## config.mk

```make
export PLATFORM = sky130hd
export DESIGN_NAME = uart_rx_ctrl
export DESIGN_NICKNAME = d
export VERILOG_FILES = /design/src/rtl/uart_pkg.sv /design/src/rtl/sync_2ff.sv /design/src/rtl/uart_rx_ctrl.sv
export SDC_FILE = /design/constraint.sdc
export NUM_CORES = 1
export LEC_CHECK = 0
export ABC_AREA = 1
export CORE_UTILIZATION = 51
export CTS_BUF_LIST = sky130_fd_sc_hd__clkbuf_4 sky130_fd_sc_hd__clkbuf_8
export DETAILED_ROUTE_END_ITERATION = 7
export PLACE_DENSITY = 0.82
export SETUP_SLACK_MARGIN = 0.1
export SLEW_MARGIN = 20
export SYNTH_ARGS = -nofsm -noshare
export SYNTH_HDL_FRONTEND = slang
export SYNTH_SLANG_ARGS = --single-unit
```

## constraint.sdc

```tcl
create_clock -name clk -period 1.9 [get_ports clk]
set_clock_uncertainty 0.05 [all_clocks]
set_input_delay 0.19 -clock clk [delete_from_list [all_inputs] [get_ports clk]]
set_output_delay 0.19 -clock clk [all_outputs]
set_load 0.02 [all_outputs]
```

## src/rtl/uart_pkg.sv

```systemverilog
// ---------------------------------------------------------------------------
// uart_pkg
//   Shared constants and types for the UART receive path.
//   - rx_state_e  : 2-bit receiver state encoding (IDLE/START/DATA/STOP)
//   - DBIT_DEFAULT / SB_TICK_DEFAULT : default frame shape (8N1)
//   - MID_BIT / BIT_END : s_tick counts for mid-start-bit and end-of-bit
//   - BAUD_N / BAUD_M   : mod_m_counter setup giving 16x oversampling of
//                         19200 baud from a 50 MHz clock
// ---------------------------------------------------------------------------
package uart_pkg;

  localparam int DBIT_DEFAULT    = 8;
  localparam int SB_TICK_DEFAULT = 16;

  // With 16 ticks per bit, tick 7 lands in the middle of the start bit and
  // tick 15 closes a full bit period, which is the middle of the next bit.
  localparam int MID_BIT = 7;
  localparam int BIT_END = 15;

  localparam int BAUD_N = 8;
  localparam int BAUD_M = 163;

  typedef enum logic [1:0] {
    IDLE  = 2'b00,
    START = 2'b01,
    DATA  = 2'b10,
    STOP  = 2'b11
  } rx_state_e;

endpackage

```

## src/rtl/sync_2ff.sv

```systemverilog
// ---------------------------------------------------------------------------
// sync_2ff
//   Two-flop synchroniser bringing an asynchronous level into the clk domain.
//   Ports:
//     clk   - system clock
//     reset - synchronous, active-high reset; both flops load RESET_VAL
//     d     - asynchronous input
//     q     - synchronised output, two clk cycles behind d
//   Parameter:
//     RESET_VAL - value both flops take on reset (1 for an idle-high line)
// ---------------------------------------------------------------------------
module sync_2ff #(
  parameter logic RESET_VAL = 1'b1
) (
  input  logic clk,
  input  logic reset,
  input  logic d,
  output logic q
);

  logic meta_q, meta_d;
  logic sync_q, sync_d;

  // The first stage may go metastable; the second stage gives it a full
  // clock period to resolve before anything downstream looks at it.
  always_comb begin
    meta_d = d;
    sync_d = meta_q;
  end

  // Both stages reset to the idle level so a reset never looks like a
  // falling edge on the line.
  always_ff @(posedge clk) begin
    if (reset) begin
      meta_q <= RESET_VAL;
      sync_q <= RESET_VAL;
    end else begin
      meta_q <= meta_d;
      sync_q <= sync_d;
    end
  end

  assign q = sync_q;

endmodule

```

## src/rtl/uart_rx_ctrl.sv

```systemverilog
// ---------------------------------------------------------------------------
// uart_rx_ctrl
//   UART receiver sequenced by a 16x oversampling tick. Synchronises the
//   serial line, validates the start bit at mid-bit, shifts in DBIT data
//   bits LSB first, checks the stop bit and presents the byte together with
//   a one-clock done pulse.
//   Ports:
//     clk          - system clock, all logic on the rising edge
//     reset        - synchronous, active-high reset
//     rx           - asynchronous serial line, idle high
//     s_tick       - 16x oversample enable, one clk wide
//     rx_done_tick - one-clock pulse, frame complete and dout valid
//     dout         - received data, held until the next rx_done_tick
//     frame_err    - stop bit sampled low on the last frame
//     busy         - high whenever the receiver is not idle
//   Parameters:
//     DBIT    - data bits per frame, 5..8
//     SB_TICK - s_ticks spent in the stop bit (16, 24 or 32)
// ---------------------------------------------------------------------------
module uart_rx_ctrl
  import uart_pkg::*;
#(
  parameter int DBIT    = DBIT_DEFAULT,
  parameter int SB_TICK = SB_TICK_DEFAULT
) (
  input  logic            clk,
  input  logic            reset,
  input  logic            rx,
  input  logic            s_tick,
  output logic            rx_done_tick,
  output logic [DBIT-1:0] dout,
  output logic            frame_err,
  output logic            busy
);

  // Four bits cover a data bit; longer stop periods (1.5 or 2 stop bits)
  // need one more bit to reach SB_TICK-1.
  localparam int S_CNT_W = (SB_TICK > 16) ? 5 : 4;

  rx_state_e           state_q, state_d;
  logic [S_CNT_W-1:0]  s_cnt_q, s_cnt_d;
  logic [2:0]          n_cnt_q, n_cnt_d;
  logic [DBIT-1:0]     shift_q, shift_d;
  logic [DBIT-1:0]     dout_q, dout_d;
  logic                frame_err_q, frame_err_d;
  logic                done_q, done_d;
  logic                rx_s;

  // The FSM only ever looks at the synchronised copy of the line.
  sync_2ff #(
    .RESET_VAL(1'b1)
  ) u_rx_sync (
    .clk  (clk),
    .reset(reset),
    .d    (rx),
    .q    (rx_s)
  );

  // Next-state and datapath logic. Everything holds by default; the done
  // pulse defaults low so it can only be high for the single cycle that
  // closes a frame. Apart from leaving IDLE, nothing moves without s_tick.
  always_comb begin
    state_d     = state_q;
    s_cnt_d     = s_cnt_q;
    n_cnt_d     = n_cnt_q;
    shift_d     = shift_q;
    dout_d      = dout_q;
    frame_err_d = frame_err_q;
    done_d      = 1'b0;

    unique case (state_q)
      IDLE: begin
        // A low line starts timing immediately so the tick phase does not
        // add to the start-edge uncertainty more than once.
        if (!rx_s) begin
          state_d = START;
          s_cnt_d = '0;
        end
      end

      START: begin
        if (s_tick) begin
          if (s_cnt_q == S_CNT_W'(MID_BIT)) begin
            // Still low at mid-bit is a genuine start bit; otherwise the
            // edge was a glitch and we drop back silently.
            if (!rx_s) begin
              state_d = DATA;
              s_cnt_d = '0;
              n_cnt_d = '0;
            end else begin
              state_d = IDLE;
            end
          end else begin
            s_cnt_d = s_cnt_q + S_CNT_W'(1);
          end
        end
      end

      DATA: begin
        if (s_tick) begin
          if (s_cnt_q == S_CNT_W'(BIT_END)) begin
            // Sixteen ticks after a mid-bit sample is the middle of the
            // next bit. Data arrives LSB first, so shift in from the top.
            s_cnt_d = '0;
            shift_d = {rx_s, shift_q[DBIT-1:1]};
            if (n_cnt_q == 3'(DBIT - 1)) begin
              state_d = STOP;
            end else begin
              n_cnt_d = n_cnt_q + 3'd1;
            end
          end else begin
            s_cnt_d = s_cnt_q + S_CNT_W'(1);
          end
        end
      end

      STOP: begin
        if (s_tick) begin
          if (s_cnt_q == S_CNT_W'(SB_TICK - 1)) begin
            // A low stop bit still delivers the byte, flagged as a
            // framing error, so a stuck-low line cannot lock us up.
            done_d      = 1'b1;
            dout_d      = shift_q;
            frame_err_d = ~rx_s;
            state_d     = IDLE;
          end else begin
            s_cnt_d = s_cnt_q + S_CNT_W'(1);
          end
        end
      end

      default: begin
        state_d = IDLE;
      end
    endcase
  end

  // State and datapath registers. Reset takes priority over s_tick and
  // aborts any frame in flight without a done pulse.
  always_ff @(posedge clk) begin
    if (reset) begin
      state_q     <= IDLE;
      s_cnt_q     <= '0;
      n_cnt_q     <= '0;
      shift_q     <= '0;
      dout_q      <= '0;
      frame_err_q <= 1'b0;
      done_q      <= 1'b0;
    end else begin
      state_q     <= state_d;
      s_cnt_q     <= s_cnt_d;
      n_cnt_q     <= n_cnt_d;
      shift_q     <= shift_d;
      dout_q      <= dout_d;
      frame_err_q <= frame_err_d;
      done_q      <= done_d;
    end
  end

  // The done pulse is registered alongside dout and frame_err, so all
  // three become visible on the same cycle and dout is already valid
  // while the pulse is high.
  assign rx_done_tick = done_q;
  assign dout         = dout_q;
  assign frame_err    = frame_err_q;
  assign busy         = (state_q != IDLE);

endmodule

```

# --- Yosys cells after proc, flatten, opt, wreduce, memory -nomap -nowiden ---
# Index checks and enable logic that the tools add are counted.
word_totals:
  output_inout_bits: 11
  memories: 0
  mem_bits_ro: 0
  latch_bits: 0
  wordCells: 66
  in_bits: 4
  ff_bits: 29
  ramBits: 0
op_classes:
  shift: 0
  reduce_logical: 9
  n_div: 0
  mux: 26
  magnitude_cmp: 0
  mul: 0
  n_eq_ne: 17
  add_sub_neg: 2
  n_bitwise: 3
op_table:
  columns: ["cell", "count"]
  rows:
  - ["$mux W4", 7]
  - ["$ne A2 B2 Y1 const B", 11]
  - ["$mux W2", 9]
  - ["$mux W3", 6]
  - ["$pmux W4 S4", 1]
  - ["$pmux W2 S4", 1]
  - ["$reduce_and A8 Y1", 1]
  - ["$reduce_and A7 Y1", 1]
  - ["$pmux W3 S2", 1]
  - ["$reduce_and A3 Y1", 2]
  - ["$add A4 B1 Y4 const B", 1]
  - ["$eq A2 B2 Y1 const B", 2]
  - ["$eq A4 B3 Y1 const B", 1]
  - ["$eq A4 B4 Y1 const B", 1]
  - ["$reduce_and A4 Y1", 1]
  - ["$reduce_bool A2 Y1", 2]
  - ["$add A3 B1 Y3 const B", 1]
  - ["$eq A3 B3 Y1 const B", 1]
  - ["$not A1 Y1", 3]
  - ["$reduce_or A3 Y1", 1]
  - ["$eq A2 B1 Y1 const B", 1]
  - ["$logic_not A2 Y1", 1]
  - ["$mux W1", 1]

# --- Depth between registers and ports, before layout ---
logic_depth:
  ltp_word: 5
  mapped_depth: 9
  ltp_nobuf: 9

# --- By module ---
# A second synthesis with hierarchy kept.
unflattened:
  cells_unflattened: 177
  area_unflattened_um2: 1300.0
modules_own_cells:
  columns: ["mod", "instances", "area_each_um2", "cells_per_inst", "seq_area_each_um2"]
  rows:
  - ["uart_rx_ctrl", 1, 1241.2, 170, 540.5]
  - ["sync_2ff", 1, 58.8, 7, 40.0]

# --- Worst setup path after synthesis ---
# No wires, ideal clock.
synth_path:
  kind: "register -> register"
  start: "register s_cnt_q[0]"
  end: "register shift_q[0]"
  arrival_time_ns: 1.219
  path_stages_with_launch: 7
  n_path_buf: 0
  setup_ns: 0.116
  synth_period_minus_slack_ns: 1.385
  required_time_ns: 1.734
  setup_slack_ns: 0.515
  path_cell_list: "dfxtp_1 > ha_1 > nand3_4 > nor3_4 > inv_2 > nor2_1 > nor2_1"
synth_between:
  elab_chain_len: 2
synth_rtl:
  columns: ["item", "line", "text"]
  rows:
  - ["start: declaration", "uart_rx_ctrl.sv:41", "logic [S_CNT_W-1:0] s_cnt_q, s_cnt_d;"]
  - ["start signal: assignment", "uart_rx_ctrl.sv:151", "s_cnt_q <= s_cnt_d;"]
  - ["$eq A4 B4 Y1", "uart_rx_ctrl.sv:101", "if (s_cnt_q == S_CNT_W'(BIT_END)) begin"]
  - ["$reduce_and A3 Y1 (no source line)", null, null]
  - ["end signal: assignment", "uart_rx_ctrl.sv:153", "shift_q <= shift_d;"]
  - ["end: declaration", "uart_rx_ctrl.sv:43", "logic [DBIT-1:0] shift_q, shift_d;"]
# Every way passes these cells.
# A chain may end at the register's enable or synchronous reset.

# --- Worst setup path in the final report ---
layout_path:
  start: "register s_cnt_q[0]"
  end: "register n_cnt_q[0]"
layout_between:
  elab_chain_len: 3
  word_cells_on_any_way: 5
  cone_classes: "4 x eq/ne; 1 x reduce/logical"
layout_rtl:
  columns: ["item", "line", "text"]
  rows:
  - ["$eq A4 B4 Y1 / $eq A4 B3 Y1 (equally long branches)", "uart_rx_ctrl.sv:101, uart_rx_ctrl.sv:83", null]
  - ["$ne A2 B2 Y1 (no source line)", null, null]
  - ["$reduce_and A7 Y1 (no source line) *", null, null]
  - ["end signal: assignment", "uart_rx_ctrl.sv:152", "n_cnt_q <= n_cnt_d;"]
  - ["end: declaration", "uart_rx_ctrl.sv:42", "logic [2:0] n_cnt_q, n_cnt_d;"]
# Mark *: on every way between the ends. The rest lies on a longest branch, timed or not.

==> summary.md <==
| Metric | Value |
|---|---|
| Clock network power share | `between 30% and 40%` |
| Most frequent cells after synthesis | `nor2_1 (40), dfxtp_1 (29), nand2_1 (29)` |
| TritonCTS Buffers | `5` |
| Synth cell types | `23` |
| Maximum vdd drop | `677 µV` |
| First-pass DRT Iterations | `5` |
| R2R setup slack | `0.22 ns` |
| Largest net degree at the start of global routing | `24` |
| Clock transition at path regs | `0.10 ns` |
| Synth area leader | `dfxtp_1` |
| Fmax | `595 MHz` |
| Worst Setup EP | `n_cnt_q[0]$_SDFFE_PP0P_` |
| Main synth FF type | `dfxtp_1` |
| CP Depth | `6` |
| Switching Fraction | `a little over a quarter` |
| Syn avg cell area | `7.54 µm²` |
| Crit-path leading delay family | `simple AND/OR/NAND/NOR gates` |
| Wirelength per Cell | `12.2 µm` |
| First DRT Iteration DRCs | `34` |
| Die footprint | `2690 µm²` |
| Met3 GRT Util | `9.06%` |
| Total Wirelength | `between 2000 and 3000 µm` |
| Initial antenna violation count | `0` |
| CP required | `between 2 and 2.5 ns` |
| CP max FO | `5` |
| EDFF count, synth | `0` |
| Dpl ws | `0.177 ns` |
| Post-Syn Area | `~1300 µm²` |
| Num Clock Sinks | `29` |
| Die height | `51.9 µm` |
| Register bit total from synthesis | `29` |
| Crit path DAT | `1.86 ns` |
| Area delta synth->final | `21.5%` |
| Post-DP HPWL | `1920 µm` |
| Pwr Density | `826 nW/µm²` |
| Combinational share of power | `10.8%` |
| Final Cycle Share | `88.5%` |
| Via count | `1156` |
| Drt drc | `0` |
| Largest stage delay, worst path | `0.45 ns` |
| Most common cell in the netlist | `nor2_1` |
| Io pins | `15` |
| Fin nets | `197` |
| Core area | `2280 µm²` |
| CTS tree | `yes` |
| Worst r2r dst | `n_cnt_q[0]$_SDFFE_PP0P_` |
| Via density | `between 5 and 6` |
| Startpoint Class | `register` |
| Crit-path cells | `ha_1 -> nand3_1 -> a21oi_2 -> nand3_1 -> nor2_1 -> nor2_1` |
| Setup Viol. Count Final | `0` |
| Sequential cell area | `~580 µm²` |
| NetSw | `around 330 µW` |
| M2 GR Usage | `40.8%` |
| Synth Warn # | `0` |
| Area of the multi-input gates | `628 µm²` |
| R2R depth | `6` |
| Fin util | `67.7%` |
| Power share of the sequential group | `49.2%` |
| P_int | `940 µW` |
| Port Buffer Count | `14` |
| Critical Path Start | `s_cnt_q[0]$_SDFFE_PP0P_` |
| Crit path kind | `reg2reg` |
| Rows | `17` |
| Ys async rst share | `0%` |
| Share of the synthesized area in the top cell type | `45.8%` |
| Tmin final | `1.68 ns` |
| Clock root cell | `clkbuf_4` |
| CTS Hold Buffers Added | `0` |
| Final WS setup | `0.219 ns` |
| Max Cap Viol | `0` |
| CP max-delay cell | `dfxtp_1` |
| Synth top area cells | `dfxtp_1 (46%), nor2_1 (12%), nand2_1 (8.6%), o21ai_0 (6.7%), nand3_1 (3.6%)` |
| Final hold vios | `0` |
| Antenna diodes | `0` |
| Overflow after GRT | `0` |
| Fill cell total of the finished layout | `between 150 and 200` |
| Min-delay worst type | `in2reg` |
| Most Crowded Layer GR | `met2` |
| LEAKAGE | `0.663 nW` |
| Tightest Pin Transition | `0.588 ns` |
| Layout cells sized above 1 | `14.7%` |
| Vias in the first global route | `1068` |
| Clk Latency, worst-skew pair | `0.33 ns` |
| RSZ-0062 raised after global routing | `no` |
| Synth Instances | `168` |
| Status | `complete, no violations` |
| Mapped Nets | `between 150 and 200` |
| CTS max path bufs | `2` |
| H-Tree Depth | `2` |
| Max-Slew Margin vs Limit | `60.8%` |
| Fin. max-slew vios | `0` |
| CP endpoint kind | `register` |
| Sequential area share after synthesis | `45.8%` |
| WP buf/inv | `0` |
| RePlAce Congestion | `0.805` |
| Starting Density | `a little under three fifths` |
| TNS Setup | `0 ns` |
| GRT Total Usage | `23.5%` |
| First-pass GRT wire length | `4530 µm` |
| Detail Route Antenna Nets | `0` |
| GRT met1 Usage | `26.0%` |
| Chip Width | `51.9 µm` |
| Worst R2R Start | `s_cnt_q[0]$_SDFFE_PP0P_` |
[flip-flops by register name (all words and copies together) (netlist names), named ones only]
name / flops
dout: 8
frame_err: 1
n_cnt_q: 3
rx_done_tick: 1
s_cnt_q: 4
shift_q: 8
state_q: 1
u_rx_sync.meta_q: 1
u_rx_sync.q: 1
[layout by cell type, fill, tap and decap left out, drive strengths merged]
cell type / Yosys / layout
or2: 2 / 2
clkinv: 1 / 2
a21oi: 10 / 10
inv: 11 / 11
dfxtp: 29 / 29
nor3: 2 / 2
buf: 2 / 3
clkinvlp: 0 / 1
dlygate4sd2: 0 / 1
nand2: 32 / 32
nand4: 5 / 5
o21ai: 18 / 18
nor2: 43 / 43
clkbuf: 0 / 5
bufinv: 0 / 1
nand3: 10 / 10
ha: 3 / 3
clkdlybuf4s50: 0 / 13
[how the worst min path moves through the flow]
stage | start | to | cells after the start
6_report | rx | u_rx_sync.meta_q$_SDFF_PP1_ | 2
5_1_grt | rx | u_rx_sync.meta_q$_SDFF_PP1_ | 2
4_1_cts | rx | u_rx_sync.meta_q$_SDFF_PP1_ | 2
3_5_place_dp | u_rx_sync.meta_q$_SDFF_PP1_ | u_rx_sync.q$_SDFF_PP1_ | 1
3_3_place_gp | u_rx_sync.meta_q$_SDFF_PP1_ | u_rx_sync.q$_SDFF_PP1_ | 1
2_1_floorplan | reset | n_cnt_q[1]$_SDFFE_PP0P_ | 1
[power groups by stage]
stage               sequential, mW  clock [mW]  combinational, mW
floorplan                    0.637           0              0.101
global placement             0.639           0              0.137
detailed placement           0.640           0              0.140
CTS                          0.626       0.517              0.138
global route                 0.628       0.547              0.155
finish                       0.626       0.508              0.138
[metal layers]
metal	vias to the layer above	part of all wire, %	wire length, µm
met3	4	5.9	158
met5	-	0	0
met2	32	48	1300
li1	597	-	-
met4	0	0.94	25
met1	523	45	1190
[logic make-up (layout without fill, tap and decap cells)]
kind of cell / after synthesis / after routing / share of synthesized area (%)
adder cells (fa/ha/maj): 3 / 3 / 2.96
buffers and inverters: 14 / 37 / 4.64
AND/OR/NAND/NOR: 94 / 94 / 34.6
AO/OA/AOI/OAI: 28 / 28 / 11.9
flip-flops: 29 / 29 / 45.8
[per-stage QoR]
stage	instance area (µm²)	total power, mW	hold WS (ns)	std cells
global placement	1440	0.777	0.350	209
detailed placement	1440	0.781	0.354	209
global route	1540	1.33	0.362	219
floorplan	1270	0.738	0.209	168
finish	1540	1.27	0.376	219
CTS	1530	1.28	0.372	217
[what timing repair did]
action	CTS	global route
endpoints found under the setup margin	1	1
buffers inserted	0	2
gates resized for setup	2	0
pin swaps	0	1
endpoints found under the hold margin	0	0
[final cells by class]
cell class	count	share of cell area, %
clock buffers	5	2.44
inverters	12	3.25
repair buffers	17	10.5
clock inverters	3	3.01
multi-input cells	125	40.8
well taps	28	2.27
flip-flops and latches	29	37.8
(Power assumes the default switching activity.)
